$ cat src/rtl/rx_8b10b_aligner_pkg.sv
// Shared definitions for the 8b/10b receive aligner: FSM states, comma codes
// and running-disparity encoding.
package rx_pkg;

   typedef enum logic [1:0] {
      HUNT   = 2'd0,
      SYNC   = 2'd1,
      LOCKED = 2'd2
   } state_t;

   // Codes are held with the first-received bit 'a' at bit 0
   localparam logic [9:0] K28_5_NEG = 10'h17C;
   localparam logic [9:0] K28_5_POS = 10'h283;

   localparam logic RD_NEG = 1'b0;
   localparam logic RD_POS = 1'b1;

endpackage

$ cat src/rtl/rx_8b10b_decode.sv
// Combinational 8b/10b symbol decoder with code validity and running-disparity
// checking against the current RD.
module rx_8b10b_decode
   import rx_pkg::*;
(
   input  logic [9:0] code,
   input  logic       rd_in,
   output logic [7:0] byte_val,
   output logic       is_k,
   output logic       is_comma,
   output logic       code_valid,
   output logic       rd_valid,
   output logic       rd_out
);

   function automatic logic [2:0] ones6(input logic [5:0] v);
      return {2'b00, v[0]} + {2'b00, v[1]} + {2'b00, v[2]} +
             {2'b00, v[3]} + {2'b00, v[4]} + {2'b00, v[5]};
   endfunction

   function automatic logic [2:0] ones4(input logic [3:0] v);
      return {2'b00, v[0]} + {2'b00, v[1]} + {2'b00, v[2]} + {2'b00, v[3]};
   endfunction

   logic [5:0] s6;
   logic [3:0] s4;
   logic [3:0] s4d;
   logic [4:0] edcba;
   logic [2:0] hgf;
   logic       v6, v4, k28, a7, a7_data, kx7;
   logic       ok6, ok4, rd_mid, rd_fin;

   // Decode both sub-blocks and check them against the running disparity
   always_comb begin
      // sub-blocks reordered so the case literals read a-first
      s6 = {code[0], code[1], code[2], code[3], code[4], code[5]};
      s4 = {code[6], code[7], code[8], code[9]};

      edcba = 5'd0;
      v6    = 1'b1;
      k28   = 1'b0;
      case (s6)
         6'b100111, 6'b011000: edcba = 5'd0;
         6'b011101, 6'b100010: edcba = 5'd1;
         6'b101101, 6'b010010: edcba = 5'd2;
         6'b110001:            edcba = 5'd3;
         6'b110101, 6'b001010: edcba = 5'd4;
         6'b101001:            edcba = 5'd5;
         6'b011001:            edcba = 5'd6;
         6'b111000, 6'b000111: edcba = 5'd7;
         6'b111001, 6'b000110: edcba = 5'd8;
         6'b100101:            edcba = 5'd9;
         6'b010101:            edcba = 5'd10;
         6'b110100:            edcba = 5'd11;
         6'b001101:            edcba = 5'd12;
         6'b101100:            edcba = 5'd13;
         6'b011100:            edcba = 5'd14;
         6'b010111, 6'b101000: edcba = 5'd15;
         6'b011011, 6'b100100: edcba = 5'd16;
         6'b100011:            edcba = 5'd17;
         6'b010011:            edcba = 5'd18;
         6'b110010:            edcba = 5'd19;
         6'b001011:            edcba = 5'd20;
         6'b101010:            edcba = 5'd21;
         6'b011010:            edcba = 5'd22;
         6'b111010, 6'b000101: edcba = 5'd23;
         6'b110011, 6'b001100: edcba = 5'd24;
         6'b100110:            edcba = 5'd25;
         6'b010110:            edcba = 5'd26;
         6'b110110, 6'b001001: edcba = 5'd27;
         6'b001110:            edcba = 5'd28;
         6'b101110, 6'b010001: edcba = 5'd29;
         6'b011110, 6'b100001: edcba = 5'd30;
         6'b101011, 6'b010100: edcba = 5'd31;
         6'b001111, 6'b110000: begin
            edcba = 5'd28;
            k28   = 1'b1;
         end
         default: v6 = 1'b0;
      endcase

      // K28 in its RD+ form is the bitwise complement of the RD- form
      s4d = (s6 == 6'b110000) ? ~s4 : s4;
      hgf = 3'd0;
      v4  = 1'b1;
      a7  = 1'b0;
      case (s4d)
         4'b1011, 4'b0100: hgf = 3'd0;
         4'b1001:          hgf = 3'd1;
         4'b0101:          hgf = 3'd2;
         4'b1100, 4'b0011: hgf = 3'd3;
         4'b1101, 4'b0010: hgf = 3'd4;
         4'b1010:          hgf = 3'd5;
         4'b0110:          hgf = 3'd6;
         4'b1110, 4'b0001: hgf = 3'd7;
         4'b0111, 4'b1000: begin
            hgf = 3'd7;
            a7  = 1'b1;
         end
         default: v4 = 1'b0;
      endcase

      a7_data    = !k28 && (edcba inside {5'd11, 5'd13, 5'd14, 5'd17, 5'd18, 5'd20});
      kx7        = a7 && !k28 && (edcba inside {5'd23, 5'd27, 5'd29, 5'd30});
      is_k       = k28 || kx7;
      code_valid = v6 && v4 && (!a7 || k28 || a7_data || kx7);
      is_comma   = (code == K28_5_NEG) || (code == K28_5_POS);
      byte_val   = {hgf, edcba};

      ok6    = 1'b1;
      rd_mid = rd_in;
      if (ones6(s6) == 3'd4) begin
         ok6    = (rd_in == RD_NEG);
         rd_mid = RD_POS;
      end else if (ones6(s6) == 3'd2) begin
         ok6    = (rd_in == RD_POS);
         rd_mid = RD_NEG;
      end else if (s6 == 6'b111000) begin
         ok6 = (rd_in == RD_NEG);
      end else if (s6 == 6'b000111) begin
         ok6 = (rd_in == RD_POS);
      end else begin
         ok6 = 1'b1;
      end

      ok4    = 1'b1;
      rd_fin = rd_mid;
      if (ones4(s4) == 3'd3) begin
         ok4    = (rd_mid == RD_NEG);
         rd_fin = RD_POS;
      end else if (ones4(s4) == 3'd1) begin
         ok4    = (rd_mid == RD_POS);
         rd_fin = RD_NEG;
      end else if (s4 == 4'b1100) begin
         ok4 = (rd_mid == RD_NEG);
      end else if (s4 == 4'b0011) begin
         ok4 = (rd_mid == RD_POS);
      end else begin
         ok4 = 1'b1;
      end

      rd_valid = ok6 && ok4;
      rd_out   = rd_fin;
   end

endmodule

$ cat src/rtl/rx_8b10b_aligner.sv
// Single-lane 8b/10b receiver: bit-serial window, K28.5 comma alignment with
// lock/unlock hysteresis, symbol decode and saturating error counting.
module rx_8b10b_aligner
   import rx_pkg::*;
#(
   parameter int LOCK_COMMAS      = 3,
   parameter int UNLOCK_ERRS      = 4,
   parameter int ERR_CNT_W        = 16,
   parameter int COMMA_ONLY_KCHAR = 0
) (
   input  logic                 clk,
   input  logic                 reset,
   input  logic                 serialIn,
   input  logic                 errClear,
   output logic [7:0]           dataOut,
   output logic                 isK,
   output logic                 dataValid,
   output logic                 locked,
   output logic                 codeErr,
   output logic                 rdErr,
   output logic [ERR_CNT_W-1:0] errCount
);

   localparam logic [3:0] LOCK_N       = 4'(LOCK_COMMAS);
   localparam logic [3:0] UNLOCK_N     = 4'(UNLOCK_ERRS);
   localparam logic       KCHAR_STRICT = (COMMA_ONLY_KCHAR != 0);

   state_t     state;
   logic [9:0] window;
   logic [3:0] phase;
   logic [3:0] comma_cnt;
   logic [3:0] consec_err;
   logic       rd;

   logic [7:0] dec_byte;
   logic       dec_k, dec_comma, dec_code_valid, dec_rd_valid, dec_rd_out;
   logic       boundary, code_ok, sym_good, err_now;

   rx_8b10b_decode u_decode (
      .code       (window),
      .rd_in      (rd),
      .byte_val   (dec_byte),
      .is_k       (dec_k),
      .is_comma   (dec_comma),
      .code_valid (dec_code_valid),
      .rd_valid   (dec_rd_valid),
      .rd_out     (dec_rd_out)
   );

   // Symbol qualification for the aligned window
   always_comb begin
      boundary = (phase == 4'd0);
      code_ok  = dec_code_valid && !(KCHAR_STRICT && dec_k && !dec_comma);
      sym_good = code_ok && dec_rd_valid;
      err_now  = (state == LOCKED) && boundary && !sym_good;
   end

   // Serial window: newest bit enters at the top, 'a' ends at bit 0
   always_ff @(posedge clk or posedge reset) begin
      if (reset) begin
         window <= 10'd0;
      end else begin
         window <= {serialIn, window[9:1]};
      end
   end

   // Alignment FSM, phase tracking, disparity and registered symbol outputs
   always_ff @(posedge clk or posedge reset) begin
      if (reset) begin
         state      <= HUNT;
         phase      <= 4'd0;
         comma_cnt  <= 4'd0;
         consec_err <= 4'd0;
         rd         <= RD_NEG;
         dataOut    <= 8'd0;
         isK        <= 1'b0;
         dataValid  <= 1'b0;
         locked     <= 1'b0;
         codeErr    <= 1'b0;
         rdErr      <= 1'b0;
      end else begin
         dataValid <= 1'b0;
         codeErr   <= 1'b0;
         rdErr     <= 1'b0;
         phase     <= (phase == 4'd9) ? 4'd0 : phase + 4'd1;
         case (state)
            HUNT: begin
               phase <= 4'd0;
               if (dec_comma) begin
                  // the match cycle itself is phase 0
                  phase     <= 4'd1;
                  comma_cnt <= 4'd1;
                  rd        <= (window == K28_5_NEG) ? RD_POS : RD_NEG;
                  if (LOCK_N == 4'd1) begin
                     state  <= LOCKED;
                     locked <= 1'b1;
                  end else begin
                     state <= SYNC;
                  end
               end
            end
            SYNC: begin
               if (boundary) begin
                  if (!sym_good) begin
                     state     <= HUNT;
                     comma_cnt <= 4'd0;
                     phase     <= 4'd0;
                  end else begin
                     rd <= dec_rd_out;
                     if (dec_comma) begin
                        comma_cnt <= comma_cnt + 4'd1;
                        if (comma_cnt + 4'd1 == LOCK_N) begin
                           state  <= LOCKED;
                           locked <= 1'b1;
                        end
                     end
                  end
               end
            end
            LOCKED: begin
               if (boundary) begin
                  if (sym_good) begin
                     dataOut    <= dec_byte;
                     isK        <= dec_k;
                     dataValid  <= 1'b1;
                     consec_err <= 4'd0;
                     rd         <= dec_rd_out;
                  end else begin
                     if (!code_ok) begin
                        codeErr <= 1'b1;
                     end else begin
                        rdErr <= 1'b1;
                        rd    <= dec_rd_out;
                     end
                     if (consec_err + 4'd1 == UNLOCK_N) begin
                        state      <= HUNT;
                        locked     <= 1'b0;
                        consec_err <= 4'd0;
                        comma_cnt  <= 4'd0;
                        phase      <= 4'd0;
                     end else begin
                        consec_err <= consec_err + 4'd1;
                     end
                  end
               end
            end
            default: begin
               state  <= HUNT;
               locked <= 1'b0;
            end
         endcase
      end
   end

   // Saturating error counter; a clear coinciding with an error leaves 1
   always_ff @(posedge clk or posedge reset) begin
      if (reset) begin
         errCount <= '0;
      end else if (errClear) begin
         errCount <= {{(ERR_CNT_W-1){1'b0}}, err_now};
      end else if (err_now && (errCount != {ERR_CNT_W{1'b1}})) begin
         errCount <= errCount + {{(ERR_CNT_W-1){1'b0}}, 1'b1};
      end else begin
         errCount <= errCount;
      end
   end

endmodule

$ cat config.mk
export PLATFORM = sky130hd
export DESIGN_NAME = rx_8b10b_aligner
export DESIGN_NICKNAME = d
export VERILOG_FILES = /design/src/rtl/rx_8b10b_aligner_pkg.sv /design/src/rtl/rx_8b10b_decode.sv /design/src/rtl/rx_8b10b_aligner.sv
export SDC_FILE = /design/constraint.sdc
export NUM_CORES = 1
export LEC_CHECK = 0
export CAP_MARGIN = 20
export CORE_UTILIZATION = 34
export CTS_BUF_LIST = sky130_fd_sc_hd__clkbuf_2
export CTS_CLUSTER_DIAMETER = 150
export DETAILED_ROUTE_END_ITERATION = 10
export GPL_ROUTABILITY_DRIVEN = 0
export PLACE_DENSITY = 0.49
export SLEW_MARGIN = 20
export SYNTH_ARGS = -nofsm -noshare
export SYNTH_HDL_FRONTEND = slang
export SYNTH_SLANG_ARGS = --single-unit
export TNS_END_PERCENT = 50
$ cat constraint.sdc
create_clock -name clk -period 4.9 [get_ports clk]
set_clock_uncertainty 0.2 [all_clocks]
set_input_delay 0.49 -clock clk [delete_from_list [all_inputs] [get_ports clk]]
set_output_delay 0.49 -clock clk [all_outputs]
set_load 0.05 [all_outputs]
==> flow_summary.toml <==
[run_status]
status = "complete, no violations"

[timing]
relSlewSlack_pct = 52.47
period_needed_ns = 4.633
timing.fmax_mhz = 215.8
setup_tns_ns = 0
post-route-period-util_pct = 94.56
rsz0062_at_grt = "false"
tightest_slew_ns = 0.7129
slew_violations = 0
setup_viol = 0
hold_viol_final = 0

[placed_design]
dpl.hpwl_um = 7100
placed_area_um2 = 4419
io_buffers = 32

[route]
drt-initial-drc-count = 198
drt-total-wl_um = 9781
routed_via_density = 5.484
drtPass1Iterations = 4
ant_nets = 0
vias = 3488
avgRoutedWirePerCell_um = 15.38
remaining_drc_errors = 0

[setup_path]
critPathLaunchType = "flop"
cp_max_fo = 8
arrival_ns = 4.87
endpoint_kind = "flop"
cp_data_required_time_ns = 5.13
r2r-start = "window[4]"
reg2reg_slack_ns = 0.27
critPathLaunch = "window[4]"
worstSetupPathType = "reg -> reg"

[global_route]
antenna_found_initial = 0
grt_start_max_net_pins = 55
gr-usage-all-layers_pct = 17.25
overflow = 0
grt_pass1_vias = 3220
grt_pass1_wl_um = 16220

[job]
cap_violations = 0

[finish]
final_nets = 518
layout-drive-gt1-share_pct = 10.34
area_growth_pct = 14.72
final_area_um2 = 4533
fillCellCount = 1143
n_antenna_cell = 0

[power]
powerDensity_nw_per_um2 = 246.4
power.switching_mw = 0.4166
p_leak_nw = 1.890
combPwrFrac_pct = 31.9
seq_power_share_pct = 45.1
swShare_pct = 37.31
ir_drop_v = 0.0001236
p_int_mw = 0.7001
clkPwrFrac_pct = 23.1

[yosys]
yosys.area.top_type = "dfrtp_1"
syn_area_um2 = 3951
netlist_top_cells_area = "dfrtp_1 34%, ha_1 5.7%, nand2_1 5.0%, o21ai_0 3.8%, nor2_1 3.3%"
synth_top_cell_area_share_pct = 34.20
synth_warnings = 0
synth.most_common_cell = "dfrtp_1"
synth_edf_count = 0
synthFlopType = "dfrtp_1"
seq_area_frac_synth_pct = 34.20
synthArstFlopShare_pct = 100.0
synthesis.nets = 487
synth_common_cells = "54 x dfrtp_1, 53 x nand2_1, 35 x nor2_1"
syn-instance-count = 461
synth_seq_cells = 54
synth_cell_type_count = 70
avgSynthCellArea_um2 = 8.571

[cts]
hold_buffers = 0
clk_path_buf_depth = 2
cts_root_buf = "clkbuf_2"
cts_buffers = 5
clock_latency_ns = 0.53
h-tree-depth = 2
path_clk_slew_ns = 0.31
cts.sink_count = 54
cts_tree = "yes"

[floorplanning]
start_util_pct = 34.75
die_w_um = 109.8
coreArea_um2 = 11370
rows = 39
io_pins = 33
die_height_um = 109.8
design.die.area_um2 = 12060

[hold_path]
min-delay-start = "serialIn"
min_path_type = "in -> reg"
[per-layer routing]
metal  GRT usage [%]  part of all wire, %
met1           25.07                   50
met2           25.58                   44
met3           3.438                  4.4
met4           4.952                  1.4
met5               0                    0
[kinds of logic (layout without fill, tap and decap cells)]
kind of cell,count (synthesis),count (layout),share of synthesized area (%)
buffers and inverters,54,86,5.827
DFF,54,54,34.20
xor gates and xnor gates,12,12,2.660
AOI/OAI and AO/OA,116,116,19.95
muxes,17,17,4.592
adders and majority gates,22,22,7.727
and+or+nand+nor,186,186,25.05
[power by group through the flow]
stage | logic (mW) | registers (mW) | clock network (mW)
detailed placement | 0.343 | 0.511 | 0
floorplan | 0.214 | 0.538 | 0
global route | 0.393 | 0.510 | 0.290
finish | 0.356 | 0.503 | 0.258
CTS | 0.344 | 0.504 | 0.280
global placement | 0.339 | 0.511 | 0
[registers in the layout (all words and copies together) (netlist names), 2 cells and up]
name / flops
comma_cnt: 4
consec_err: 4
dataOut: 8
errCount: 16
phase: 4
state: 2
window: 10
[critical path: stages, from the launching register on]
cell and delay, ns:
dfrtp_1 0.47, inv_1 0.08, ha_1 0.27, inv_1 0.04, fa_1 0.47, inv_1 0.05, fa_1 0.35, inv_1 0.07
fa_1 0.45, a22oi_2 0.26, mux2_2 0.36, nor2_1 0.13, a221oi_2 0.06, and2_1 0.17, o31ai_2 0.09, or4b_4 0.55
or3_1 0.32, a21oi_1 0.15
[layout by cell type (no fill, tap or decap), drive strengths merged, types with 3 or more instances in the layout]
master / instances
dfrtp: 54
nand2: 53
nor2: 35
inv: 34
clkdlybuf4s50: 32
o21ai: 31
nand3: 23
ha: 18
a21oi: 16
buf: 13
o22ai: 12
nand4: 10
xor2: 10
o31ai: 10
a31oi: 9
mux2: 9
mux2i: 8
or3: 6
nand3b: 6
nor3: 6
nand2b: 6
and3: 5
nor2b: 5
clkbuf: 5
or4: 4
o22a: 4
nor4: 4
o211ai: 4
fa: 4
or3b: 4
a22oi: 4
nor3b: 3
nand4b: 3
or2: 3
[repair_timing]
item,4_1_cts,5_1_grt
endpoints found under the setup margin,0,11
resized for setup,0,4
buffers inserted,0,3
endpoints found under the hold margin,0,0
[final cells by class]
cell class	instances	area, µm²	share of cell area, %
inverter	33	123.9	2.733
clock inverter	3	48.80	1.076
multi-input combinational	353	2387	52.66
sequential	54	1351	29.81
tap	143	178.9	3.947
clock buffer	5	25.02	0.5520
timing repair buffer	45	417.9	9.219
[worst paths after layout]
| kind | to | cells after the start |
|---|---|---|
| max | errCount[3] | 17 |
| min | window[9] | 1 |
| max reg2reg | errCount[3] | 17 |
| min reg2reg | window[6] | 0 |
| max in group asynchronous | window[1] | 3 |
| min in group asynchronous | consec_err[3] | 3 |
[stage by stage]
stage | power [mW] | util, % | setup slack [ns] | hold slack, ns | cells
after floorplan | 0.7521 | - | 0.2810 | 0.1721 | 461
after global placement | 0.8493 | 38.87 | 0.2746 | 0.2079 | 625
after detailed placement | 0.8533 | 38.87 | 0.1471 | 0.2219 | 625
after CTS | 1.128 | 39.52 | 0.1100 | 0.09079 | 633
after global routing | 1.193 | 39.87 | 0.01019 | 0.1162 | 636
final | 1.117 | 39.87 | 0.2668 | 0.1678 | 636
No activity file was read; power rests on OpenSTA's default activity.
